===== config.mk =====
export PLATFORM = sky130hd
export DESIGN_NAME = mem_arbiter
export DESIGN_NICKNAME = d
export VERILOG_FILES = /design/src/rtl/mem_arbiter.sv
export SDC_FILE = /design/constraint.sdc
export NUM_CORES = 1
export LEC_CHECK = 0
export ABC_AREA = 0
export BUFFER_PORTS_ARGS = -buffer_cell sky130_fd_sc_hd__buf_2
export CAP_MARGIN = 15
export CORE_MARGIN = 10
export CORE_UTILIZATION = 50
export DETAILED_ROUTE_END_ITERATION = 6
export HOLD_SLACK_MARGIN = 0.03
export PLACE_DENSITY = 0.88
export RECOVER_POWER = 25
export SYNTH_ARGS = -nofsm -noshare
export SYNTH_HDL_FRONTEND = slang
export SYNTH_SLANG_ARGS = --single-unit

===== constraint.sdc =====
create_clock -name clk_i -period 2.45 [get_ports clk_i]
set_input_delay 0.1225 -clock clk_i [delete_from_list [all_inputs] [get_ports clk_i]]
set_output_delay 0.1225 -clock clk_i [all_outputs]
set_load 0.05 [all_outputs]

===== src/rtl/mem_arbiter.sv =====
// mem_arbiter: byte-serial RAM/IO bus controller shared by NUM_CH requesters.
// Round-robin grant, little-endian multi-byte reads and writes, IO write stall,
// and rollback cancellation of speculative reads.
module mem_arbiter #(
   parameter int                NUM_CH    = 2,
   parameter int                ADDR_W    = 32,
   parameter int                MAX_BYTES = 4,
   parameter logic [1:0]        IO_HI     = 2'b11,
   parameter logic [NUM_CH-1:0] RB_MASK   = {NUM_CH{1'b1}},
   localparam int               DATA_W    = 8 * MAX_BYTES,
   localparam int               LEN_W     = $clog2(MAX_BYTES + 1)
) (
   input  logic                     clk_i,
   input  logic                     rst_ni,
   input  logic                     rdy_i,
   input  logic                     rollback_i,
   input  logic [7:0]               mem_din_i,
   output logic [7:0]               mem_dout_o,
   output logic [ADDR_W-1:0]        mem_a_o,
   output logic                     mem_wr_o,
   input  logic                     io_buffer_full_i,
   input  logic [NUM_CH-1:0]        req_en_i,
   input  logic [NUM_CH-1:0]        req_wr_i,
   input  logic [NUM_CH*ADDR_W-1:0] req_addr_i,
   input  logic [NUM_CH*LEN_W-1:0]  req_len_i,
   input  logic [NUM_CH*DATA_W-1:0] req_wdata_i,
   output logic [NUM_CH-1:0]        done_o,
   output logic [DATA_W-1:0]        rdata_o,
   output logic                     busy_o
);

   localparam int CH_W = (NUM_CH > 1) ? $clog2(NUM_CH) : 1;

   typedef enum logic [1:0] {ST_IDLE, ST_READ, ST_WRITE, ST_DONE} state_t;

   state_t              state_q;
   logic [CH_W-1:0]     rr_q, ch_q;
   logic [LEN_W-1:0]    len_q, idx_q, rdSlot_q;
   logic                rdSlotVld_q;
   logic [ADDR_W-1:0]   mem_a_q;
   logic [7:0]          mem_dout_q;
   logic                mem_wr_q;
   logic [DATA_W-1:0]   wdata_q, data_q, rdata_q;
   logic [NUM_CH-1:0]   done_q;
   logic                busy_q;

   logic                grantValid;
   logic [CH_W-1:0]     grantCh, candCh, rrNext;
   logic [ADDR_W-1:0]   addrSel;
   logic [LEN_W-1:0]    lenSel, lenEff;
   logic [DATA_W-1:0]   wdataSel, wdataShift, dataCap;
   logic                wrSel, ioStall, byteFire, rdIssue, abort;
   logic [NUM_CH-1:0]   chOneHot;

   // An IO-region write waits while the UART buffer is full; the gate is combinational so
   // the stall and the rdy freeze take effect in the same cycle the condition is seen.
   assign ioStall    = (state_q == ST_WRITE) && (mem_a_q[17:16] == IO_HI) && io_buffer_full_i;
   assign byteFire   = rdy_i && mem_wr_q && !ioStall;
   assign mem_wr_o   = mem_wr_q && rdy_i && !ioStall;
   assign rdIssue    = (state_q == ST_READ) && (idx_q < len_q);
   assign abort      = rdy_i && rollback_i && (state_q == ST_READ) && RB_MASK[ch_q];
   assign wdataShift = wdata_q >> 8;
   assign rrNext     = (grantCh == CH_W'(NUM_CH - 1)) ? '0 : grantCh + CH_W'(1);
   assign lenEff     = (lenSel == '0 || lenSel > LEN_W'(MAX_BYTES)) ? LEN_W'(1) : lenSel;

   assign mem_a_o    = mem_a_q;
   assign mem_dout_o = mem_dout_q;
   assign done_o     = done_q;
   assign rdata_o    = rdata_q;
   assign busy_o     = busy_q;

   // Round-robin search: first requesting channel at or after the pointer, skipping
   // rollback-masked channels while a flush is in progress.
   always_comb begin
      grantValid = 1'b0;
      grantCh    = '0;
      candCh     = '0;
      for (int i = 0; i < NUM_CH; i++) begin
         candCh = CH_W'((int'(rr_q) + i) % NUM_CH);
         if (!grantValid && req_en_i[candCh] && !(rollback_i && RB_MASK[candCh])) begin
            grantValid = 1'b1;
            grantCh    = candCh;
         end
      end
   end

   // Pick the granted channel's request fields out of the flattened port buses.
   always_comb begin
      addrSel  = '0;
      lenSel   = '0;
      wdataSel = '0;
      wrSel    = 1'b0;
      for (int c = 0; c < NUM_CH; c++) begin
         if (grantCh == CH_W'(c)) begin
            addrSel  = req_addr_i[c*ADDR_W +: ADDR_W];
            lenSel   = req_len_i[c*LEN_W +: LEN_W];
            wdataSel = req_wdata_i[c*DATA_W +: DATA_W];
            wrSel    = req_wr_i[c];
         end
      end
   end

   // Read assembly: merge the byte returning this cycle into its slot of the capture word.
   always_comb begin
      dataCap = data_q;
      if (rdSlotVld_q) begin
         for (int b = 0; b < MAX_BYTES; b++) begin
            if (rdSlot_q == LEN_W'(b)) dataCap[b*8 +: 8] = mem_din_i;
         end
      end
   end

   // Completion pulse vector for the channel that owns the current operation.
   always_comb begin
      chOneHot       = '0;
      chOneHot[ch_q] = 1'b1;
   end

   // Main controller. The read-return tracking runs even while rdy is low, because the RAM
   // keeps answering the held address; this keeps captured bytes correct across a freeze.
   always_ff @(posedge clk_i or negedge rst_ni) begin
      if (!rst_ni) begin
         state_q     <= ST_IDLE;
         rr_q        <= '0;
         ch_q        <= '0;
         len_q       <= '0;
         idx_q       <= '0;
         rdSlot_q    <= '0;
         rdSlotVld_q <= 1'b0;
         mem_a_q     <= '0;
         mem_dout_q  <= '0;
         mem_wr_q    <= 1'b0;
         wdata_q     <= '0;
         data_q      <= '0;
         rdata_q     <= '0;
         done_q      <= '0;
         busy_q      <= 1'b0;
      end else begin
         data_q      <= dataCap;
         rdSlot_q    <= idx_q;
         rdSlotVld_q <= rdIssue && !abort;
         if (rdy_i) begin
            case (state_q)
               ST_IDLE: begin
                  if (grantValid) begin
                     ch_q    <= grantCh;
                     rr_q    <= rrNext;
                     len_q   <= lenEff;
                     idx_q   <= '0;
                     mem_a_q <= addrSel;
                     data_q  <= '0;
                     busy_q  <= 1'b1;
                     if (wrSel) begin
                        state_q    <= ST_WRITE;
                        mem_wr_q   <= 1'b1;
                        mem_dout_q <= wdataSel[7:0];
                        wdata_q    <= wdataSel;
                     end else begin
                        state_q  <= ST_READ;
                        mem_wr_q <= 1'b0;
                     end
                  end
               end
               ST_READ: begin
                  if (abort) begin
                     state_q <= ST_IDLE;
                     mem_a_q <= '0;
                     data_q  <= '0;
                     busy_q  <= 1'b0;
                  end else if (idx_q == len_q) begin
                     state_q <= ST_DONE;
                     done_q  <= chOneHot;
                     rdata_q <= dataCap;
                  end else begin
                     idx_q <= idx_q + LEN_W'(1);
                     if (idx_q + LEN_W'(1) < len_q) mem_a_q <= mem_a_q + ADDR_W'(1);
                  end
               end
               ST_WRITE: begin
                  if (byteFire) begin
                     if (idx_q == len_q - LEN_W'(1)) begin
                        state_q  <= ST_DONE;
                        mem_wr_q <= 1'b0;
                        done_q   <= chOneHot;
                     end else begin
                        idx_q      <= idx_q + LEN_W'(1);
                        mem_a_q    <= mem_a_q + ADDR_W'(1);
                        mem_dout_q <= wdataShift[7:0];
                        wdata_q    <= wdataShift;
                     end
                  end
               end
               default: begin
                  state_q <= ST_IDLE;
                  done_q  <= '0;
                  busy_q  <= 1'b0;
               end
            endcase
         end
      end
   end

   // Requesters must present a byte count in 1..MAX_BYTES when granted.
   illegalLen: assert property (@(posedge clk_i) disable iff (!rst_ni)
      (state_q == ST_IDLE && rdy_i && grantValid) |-> (lenSel != '0 && lenSel <= LEN_W'(MAX_BYTES)));

endmodule


==> flow_metrics.py <==
metrics = {
    "die": {
        "initial_utilization_pct": 50.6,
        "die_area_mm2": 0.0214,
        "fp-row-count": 46,
        "dieWidth_um": 146,
        "core_area_mm2": 0.0158,
        "ioPinCount": 227,
        "die_h_um": 146,
    },
    "clock_network": {
        "clkSinkCount": 146,
        "htree_levels": 4,
        "cts_tree": "yes",
        "cts.clk_slew.worst_paths_ns": 0.07,
        "clk-insertion-delay-late_ns": 0.43,
        "cts_made_buffers": 17,
        "clockBufferDepth": 2,
        "clockRootBuffer": "clkbuf_16",
    },
    "synth": {
        "syn_area_mm2": 0.00798,
        "synth-seq-cells": 146,
        "synth_edf_count": 0,
        "avgSynthCellArea_um2": 9.97,
        "yosys.area.top_type": "dfrtp_1",
        "netlist.area_leader.share_pct": 45.8,
        "yosys_warnings": 0,
        "ys_types": 63,
        "ys_top_cells_by_area": "dfrtp_1, mux2i_1, mux2_2",
        "ys_seq_area_share_pct": 45.8,
        "synthFlopType": "dfrtp_1",
        "syn-num-nets": 965,
        "synthArstFlopShare_pct": 100,
        "synth_cells": 800,
    },
    "global_route": {
        "grt_pass1_wl_um": 38200,
        "grt_max_degree": 65,
        "grt_usage_pct": 21.7,
        "overflow": 0,
        "grt_pass1_vias": 7432,
        "antenna_found_initial": 1,
    },
    "critical_path": {
        "worstPathRequired_ns": 2.76,
        "slowest_stage": "dfrtp_1",
        "cp.arrival_ns": 2.65,
        "startpoint_type": "flop",
        "r2r_start": "len_q[1]",
        "r2r_end": "mem_a_o[1]",
        "reg2reg_slack_ns": 0.11,
        "crit_buf_inv": 1,
        "max_stage_delay_ns": 0.38,
        "worst_path_dominant_cell_family": "compound AO/OA/AOI/OAI gates",
        "crit_chain": "inv_1, ha_1, xnor2_2, o311ai_1, a211o_2, nor2_4, mux2_2",
        "rr_worst_depth": 7,
        "critPathCaptureType": "flop",
        "crit_fanout": 9,
        "critPathKind": "reg2reg",
    },
    "placed_design": {
        "port_buffers": 226,
        "finalWeightedCongestion": 0.934,
        "place_ws_ns": 0.0833,
        "dp_hpwl_um": 17400,
    },
    "pwr": {
        "power.switching_mw": 6.40,
        "intPower_mw": 7.12,
        "ir_drop_mv": 0.717,
        "power_mw": 13.5,
        "clkPwrFrac_pct": 18.1,
        "comb_power_share_pct": 52.3,
        "power.density_mw_per_mm2": 1350,
        "leakage_nw": 5.05,
        "pwr-share-seq_pct": 29.6,
        "swShare_pct": 47.4,
    },
    "routing": {
        "dr_total_vias": 7196,
        "wl_um": 23900,
        "via_per_inst": 5.75,
        "drt_iter0_drc": 520,
        "wl_per_cell_um": 19.1,
        "drc": 0,
        "first_pass_iters": 5,
        "antenna_left": 0,
    },
    "run_status": {
        "status": "complete, no violations",
    },
    "timing": {
        "setup_violations": 0,
        "slew_violations": 0,
        "min_period_ns": 2.34,
        "fin_crit_sh_pct": 95.5,
        "final-hold-violation-count": 0,
        "setup_ws_ns": 0.111,
        "fin_skew_ns": 0.00998,
        "slew-limit-headroom_pct": 32.1,
        "max_freq_mhz": 427,
        "worst_pin_slew_ns": 1.02,
    },
    "finish": {
        "area_delta_synth_final_pct": 25.5,
        "utilization_pct": 63.5,
        "layout_commonest_cell": "buf_2",
        "final_cell_mix": "buf_2, dfrtp_1, mux2i_1",
        "fin_nets": 1185,
        "drive_above_1_share_pct": 34.2,
    },
    "min_path": {
        "hp-start": "mem_din_i[6]",
        "min_path_cells": 3,
        "min_to": "data_q[22]",
        "hold_path_class": "in2reg",
    },
    "job": {
        "cap_violations": 0,
    },
}
==> kinds of logic after synthesis <==
logic type                 synth area share [%]
AOI/OAI and AO/OA                          16.4
xor gates and xnor gates                  0.533
adders and majority gates                  2.20
buffers and inverters                      4.63
DFF                                        45.8
muxes                                      17.4
and+or+nand+nor                            13.0
==> flip-flops by register name, summed over array words and instances, names as in the netlist <==
register	count
len_q	3
busy_o	1
ch_q	1
rr_q	1
mem_wr_q	1
done_o	2
mem_a_o	32
idx_q	3
rdSlot_q	3
wdata_q	25
rdSlotVld_q	1
state_q	2
rdata_o	32
mem_dout_o	7
data_q	32
==> power by group through the flow <==
stage                     clock network (mW)  registers [mW]  logic, mW
after detailed placement                   0            4.02       6.94
after global placement                     0            3.98       6.75
after global routing                    2.59            4.13       7.63
final                                   2.45            4.00       7.07
after floorplan                            0            5.10       3.97
after CTS                               2.48            3.99       7.03
==> synth_stat cells (14+ instances only) <==
cell      instances
nor2_1           79
ha_1             14
dfrtp_1         146
mux2i_1          88
o21ai_1          19
a21oi_1          52
o21ai_0          37
inv_1            19
nand2_1          71
clkbuf_1         33
o31ai_1          25
mux2_2           45
nand3_1          24
==> what timing repair did <==
action / 4_1_cts / 5_1_grt
hold buffers: 2 / 0
pin swaps: 0 / 2
gates resized for setup: 1 / 3
buffers inserted: 0 / 1
setup endpoints to repair: 1 / 40
endpoints found under the hold margin: 90 / 0
==> worst max-delay path by stage <==
stage	end	slack, ns	start	cells after the start
2_1_floorplan	mem_a_o[24]	0.19	mem_a_o[0]	7
3_3_place_gp	mem_dout_o[4]	0.17	len_q[0]	8
3_5_place_dp	mem_a_o[1]	0.08	len_q[1]	7
4_1_cts	mem_a_o[1]	0.07	len_q[1]	7
5_1_grt	wdata_q[8]	-0.0004	len_q[0]	8
6_report	mem_a_o[1]	0.11	len_q[1]	7
==> tightest hold or removal path, delay by kind of cell <==
kind / cells / cell delay [ns]
buffers and inverters: 1 / 0.12
muxes: 1 / 0.09
and+or+nand+nor: 1 / 0.08
==> layer usage <==
layer  GRT usage [%]  up-vias  part of all wire [%]  wire length, um
li1                -     3353                     -                -
met1            26.5     3447                    40             9580
met2            35.1      360                    49            11700
met3            6.89       36                   9.2             2200
met5               0        -                     0                0
met4            8.61        0                   1.8              423
==> layout make-up <==
cell class,count,area [um2]
antenna,3,7.51
clock buffer,18,429
clock inverter,14,120
fill,1339,5760
inverter,20,75.1
multi-input combinational,576,4020
sequential,146,3650
tap,216,270
timing repair buffer,259,1430
==> through the flow <==
stage                     instance area, um2  instances  setup TNS, ns  hold WS (ns)
after detailed placement                9430       1214              0        0.0646
after global routing                   10000       1250      -0.000534        0.0453
after global placement                  9430       1214              0        0.0567
after floorplan                         7980        800              0        -0.173
final                                  10000       1252              0        0.0326
after CTS                              10000       1248              0        0.0302
Power figures use the tool's default switching activity.
